**src/rtl/sparc_exu_div_resfmt.sv**
```systemverilog
// Divider result formatter: 64-bit quotient range check and 32-bit
// saturation / extension to the rd value, two-stage valid/ready pipe.
module sparc_exu_div_resfmt (
  input  logic        rclk,
  input  logic        arst_l,
  input  logic        kill,
  input  logic        in_vld,
  output logic        in_rdy,
  input  logic [63:0] in_q,
  input  logic        in_signed,
  input  logic [1:0]  in_tid,
  input  logic        in_cc,
  output logic        out_vld,
  input  logic        out_rdy,
  output logic [63:0] out_res,
  output logic        out_ovfl,
  output logic [1:0]  out_tid,
  output logic        out_cc
);

  typedef struct packed {
    logic [63:0] q;
    logic        sgn;
    logic [1:0]  tid;
    logic        cc;
  } s1_t;

  typedef struct packed {
    logic [31:0] lo;
    logic        neg;
    logic        sgn;
    logic        ovfl;
    logic [1:0]  tid;
    logic        cc;
  } s2_t;

  logic s1_vld;
  logic s2_vld;
  s1_t  s1;
  s2_t  s2;
  logic adv;
  logic ld1;
  logic s1_ovfl;
  logic [31:0] res32;

  assign adv    = ~s2_vld | out_rdy;
  assign in_rdy = ~kill & (~s1_vld | adv);
  assign ld1    = in_vld & in_rdy;

  // Signed fits in 32 bits only when bits 63..31 are all copies of the sign
  always_comb begin
    if (s1.sgn)
      s1_ovfl = ~((&s1.q[63:31]) | ~(|s1.q[63:31]));
    else
      s1_ovfl = |s1.q[63:32];
  end

  always_ff @(posedge rclk or negedge arst_l) begin
    if (!arst_l) begin
      s1_vld <= 1'b0;
      s2_vld <= 1'b0;
    end else if (kill) begin
      s1_vld <= 1'b0;
      s2_vld <= 1'b0;
    end else begin
      if (adv)
        s2_vld <= s1_vld;
      if (~s1_vld | adv)
        s1_vld <= ld1;
    end
  end

  always_ff @(posedge rclk) begin
    if (ld1) begin
      s1.q   <= in_q;
      s1.sgn <= in_signed;
      s1.tid <= in_tid;
      s1.cc  <= in_cc;
    end
    if (adv & s1_vld) begin
      s2.lo   <= s1.q[31:0];
      s2.neg  <= s1.q[63];
      s2.sgn  <= s1.sgn;
      s2.ovfl <= s1_ovfl;
      s2.tid  <= s1.tid;
      s2.cc   <= s1.cc;
    end
  end

  always_comb begin
    res32 = s2.lo;
    unique case (1'b1)
      s2.ovfl & s2.sgn &  s2.neg: res32 = 32'h8000_0000;
      s2.ovfl & s2.sgn & ~s2.neg: res32 = 32'h7FFF_FFFF;
      s2.ovfl & ~s2.sgn:          res32 = 32'hFFFF_FFFF;
      ~s2.ovfl:                   res32 = s2.lo;
    endcase
  end

  assign out_vld  = s2_vld;
  assign out_res  = s2.sgn ? {{32{res32[31]}}, res32} : {32'h0, res32};
  assign out_ovfl = s2.ovfl;
  assign out_tid  = s2.tid;
  assign out_cc   = s2.cc;

endmodule
```
**config.mk**
```make
export PLATFORM = sky130hd
export DESIGN_NAME = sparc_exu_div_resfmt
export DESIGN_NICKNAME = d
export VERILOG_FILES = /design/src/rtl/sparc_exu_div_resfmt.sv
export SDC_FILE = /design/constraint.sdc
export NUM_CORES = 1
export LEC_CHECK = 0
export ABC_AREA = 1
export CORE_MARGIN = 2
export CORE_UTILIZATION = 39
export DETAILED_ROUTE_END_ITERATION = 8
export PLACE_DENSITY = 0.71
export SYNTH_ARGS = -nofsm -noshare
export SYNTH_HDL_FRONTEND = slang
export SYNTH_SLANG_ARGS = --single-unit
export TNS_END_PERCENT = 5
```
**constraint.sdc**
```tcl
create_clock -name rclk -period 8.3 [get_ports rclk]
set_input_delay 1.245 -clock rclk [delete_from_list [all_inputs] [get_ports rclk]]
set_output_delay 1.245 -clock rclk [all_outputs]
set_load 0.05 [all_outputs]
```
* Yosys cells after proc, flatten, opt, wreduce, memory -nomap -nowiden
Cells that the tools add are included.
Operators by class: shift-type cells 0, equal/unequal tests 0, add/subtract/negate cells 0, div/mod/pow operators 0, bitwise logic cells 18, multiplexer cells 7, reduce and logical (&&, ||, !) cells 5, multiply operators 0, $lt $le $gt $ge 0
Operators with widths (count):
- $pmux W32 S4 | 1
- $mux W64 | 1
- $reduce_and A33 Y1 | 1
- $reduce_or A33 Y1 | 1
- $reduce_or A32 Y1 | 1
- $not A1 Y1 | 8
- $and A1 B1 Y1 | 7
- $mux W1 | 5
- $reduce_bool A2 Y1 | 2
- $or A1 B1 Y1 | 3
Storage, ports and cells: bits in registers 108, bits in writable memories 0, memories 0, ROM bits 0, bits of input ports 73, output and inout bits 70, logic and storage cells 42, bits in latches 0

* Depth between registers and ports, before layout
word-level depth 7, mapped depth 7, gate-level depth less buffers 7

* Worst setup path before layout
OpenSTA, ideal clock, no wires.
path type flip-flop to output port, start register s2, in the netlist out_ovfl, end output port out_res[33], stages on the path, launching flop included 5, slack 2.809 ns, data arrival time 4.246 ns, data required time 7.055 ns, buffers on the path 1, cells stage by stage edfxtp_1 inv_1 nor3_1 a211oi_1 buf_4
Between the ends: word-level cells in the longest chain between the ends 4, elaborated cells between the ends (all ways) 7, those cells by class mux: 2; bitwise: 5
RTL lines:
- start, declared | RTL line 40 | s2_t s2;
- $and A1 B1 Y1 | RTL line 93, 94
- $and A1 B1 Y1, on equally long branches | RTL line 94, 93
- $pmux W32 S4 * | RTL line 92 | unique case (1'b1)
- $mux W64 * | RTL line 101 | assign out_res = s2.sgn ? {{32{res32[31]}}, res32} : {32'h0, res32};
- end, declared | RTL line 15 | output logic [63:0] out_res,
Every way passes the cells marked *; elsewhere a longest branch is shown, timed or not.

* Worst setup path in the final report
start register s2, in the netlist out_ovfl, end output port out_res[39]
Same word-level chain as after synthesis.

==> results.toml <==
[synth]
yosys_warnings = 0
ys_seq_elements = 108
yosysSeqAreaShare = 0.786
netlist_instances = 289
syn_avg_cell_area_sq_um = 14.2
synthesis.nets = 362
netlist-cell-type-count = 18
post_synth_instance_area_sq_um = 4110

[placed_design]
dp_hpwl_um = 5020
instance_area_at_placement_sq_um = 5470
globalplace.congestion = 0.689
port_buffers = 142

[final_layout]
layout_commonest_cell = "sky130_fd_sc_hd__clkdlybuf4s50_1"
num_antenna_cells = 0
commonest_cells_after_routing_fill_and_taps_aside = "sky130_fd_sc_hd__clkdlybuf4s50_1 (142), sky130_fd_sc_hd__edfxtp_1 (106), sky130_fd_sc_hd__inv_1 (42)"
layout_area_growth_over_synthesis_pct = 38.1
design_area_sq_um = 5680
fillerInstances = 864
final_net_count = 478
drive_above_1_share = 0.0537

[setup_path]
critPathLaunchType = "flop"
largest_stage_delay_worst_path_ns = 0.98
worst_r2r_path_depth = 5
wp_data_arrival_ns = 3.44
cp_data_required_time_ns = 7.05
critical_path.slowest_cell = "sky130_fd_sc_hd__edfxtp_1"
worst-r2r-setup-slack_ns = 6.25
critical_path.reg2reg.endpoint = "s1[35]"
timing.critical_path.fanout_max = 34
critPathKind = "reg2out"
critical_path.cell_chain = "inv_1, a211oi_4, clkdlybuf4s50_1"
timing.critical_path.to_type = "output pin"
timing.rr.start = "out_vld"

[floorplan]
die_width_um = 107
core.rowCount = 37
design.portCount = 143
dieHeight_um = 107
core-area_sq_um = 10300
die_area_sq_um = 11400
start_util = 0.400

[timing]
finClkSkew_ns = 0.0120
report.final.hold_viol_count = 0
fin_crit_sh = 0.565
timing.final.crit_period_ns = 4.69
finalMaxSlewViolations = 0
final_setup_fails = 0
fmax_mhz = 213
setup_repair_after_global_routing_missed_its_margin = "no"
relative_slew_slack = 0.358
timing.setup.tns_ns = 0
tightestPinTransition_ns = 0.960

[run_status]
status = "finished, final reports clean"

[clock_network]
tritoncts = "done"
cts.repair_timing.setup_buffer_count = 0
cts_made_buffers = 9
ctsHtreeMaxLevel = 3
cts.clk_slew.worst_paths_ns = 0.10
clock_sinks = 108
clock-root-buffer = "sky130_fd_sc_hd__clkbuf_8"
clk_latency_ns = 0.36
clk_path_buf_depth = 2
holdBufCountCts = 0
postCtsResizedCells = 0

[power_and_ir_drop]
power.ir.vdd_worst_uv = 95.6
p_per_area_nw_per_um2 = 198
p_leak_uw = 0.00200

[min_path]
hp-start = "s1[6]"
min_to = "s2[8]"
class_of_the_tightest_hold_or_removal_check = "reg2reg"
hold_depth = 0

[detailed_routing]
dr_total_vias = 2358
drt-pass1-iter-count = 4
ant_nets_after_route = 0
wl_um = 7110
viasPerCell = 4.32
initialDrtViolationCount = 129
routedWlPerCell_um = 13.0
route.detailed.drc = 0

[grt]
residual_overflow_from_global_routing = 0
gr-usage-all-layers = 0.127
grt_pass1_wl_um = 10800
grt_pass1_vias = 2286
grt_max_degree = 69
initial_antenna_violation_count = 0

[job]
drv_cap = 0
==> worst max path at each step <==
stage	slack [ns]	endpoint	cells after the start	start
after floorplan	2.81	out_res[33]	4	out_ovfl
after global placement	4.01	in_rdy	7	out_rdy
after detailed placement	3.93	out_res[39]	3	out_ovfl
after CTS	3.51	out_res[39]	3	out_ovfl
after global routing	3.29	out_res[32]	3	out_ovfl
final	3.61	out_res[39]	3	out_ovfl
==> critical path, delay by kind of cell, from the launching register on <==
| kind | cells | cell delay (ns) |
|---|---|---|
| buffers and inverters | 2 | 1.22 |
| AO/OA/AOI/OAI | 1 | 0.88 |
| flip-flops | 1 | 0.98 |
==> synthesized netlist by cell type <==
cell / instances / area (sq um)
sky130_fd_sc_hd__or2_2: 1 / 6.26
sky130_fd_sc_hd__o21ai_1: 5 / 25.0
sky130_fd_sc_hd__clkbuf_2: 3 / 15.0
sky130_fd_sc_hd__nand3_2: 1 / 10.0
sky130_fd_sc_hd__edfxtp_1: 106 / 3180
sky130_fd_sc_hd__o21ai_0: 26 / 130
sky130_fd_sc_hd__nand3b_1: 1 / 7.51
sky130_fd_sc_hd__buf_4: 33 / 248
sky130_fd_sc_hd__nand4_1: 2 / 12.5
sky130_fd_sc_hd__nor2_1: 30 / 113
sky130_fd_sc_hd__nor3_1: 3 / 15.0
sky130_fd_sc_hd__a211oi_1: 1 / 7.51
sky130_fd_sc_hd__buf_2: 3 / 15.0
sky130_fd_sc_hd__nand3_1: 1 / 5.00
sky130_fd_sc_hd__nand2_1: 25 / 93.8
sky130_fd_sc_hd__dfrtp_1: 2 / 50.1
sky130_fd_sc_hd__a21oi_1: 4 / 20.0
sky130_fd_sc_hd__inv_1: 42 / 158
==> state kept, by name (all words and copies together), names as in the netlist <==
name,count
s2,34
s1,68
out_ovfl,1
out_vld,1
out_cc,1
out_tid,2
s1_vld,1
==> stage by stage <==
| step | total power, uW | hold slack (ns) | util | instances | setup slack [ns] |
|---|---|---|---|---|---|
| after floorplan | 744 | 0.400 | - | 289 | 2.81 |
| after global placement | 804 | 0.401 | 0.533 | 530 | 4.01 |
| after detailed placement | 808 | 0.405 | 0.533 | 530 | 3.93 |
| after CTS | 1140 | 0.425 | 0.553 | 546 | 3.51 |
| after global routing | 1170 | 0.429 | 0.553 | 546 | 3.29 |
| final | 1120 | 0.419 | 0.553 | 546 | 3.61 |
==> final cells by class <==
cell class | count | area [sq um] | area share
clock buffer | 10 | 128 | 0.0225
clock inverter | 6 | 78.8 | 0.0139
inverter | 42 | 158 | 0.0278
multi-input combinational | 100 | 477 | 0.0839
sequential | 108 | 3230 | 0.569
tap | 136 | 170 | 0.0300
timing repair buffer | 144 | 1440 | 0.253
==> logic make-up (layout without fill, tap and decap cells) <==
family          after synthesis  in the layout  synth area share
flops                       108            108             0.786
compound gates               36             36            0.0444
buf+inv                      81            202             0.106
simple gates                 64             64            0.0639
==> power breakdown <==
part | internal (uW) | total [uW] | switching (uW)
Clock | 147 | 330 | 183
Sequential | 626 | 634 | 8.27
Combinational | 63.6 | 159 | 95.3
==> metal layers <==
layer,global-route usage,vias to the layer above,share of wire
li1,-,1177,-
met4,0.0445,0,0.015
met3,0.0492,10,0.085
met2,0.221,103,0.50
met1,0.141,1068,0.40
met5,0,-,0
Note: power is estimated with default switching activity, not from simulation.
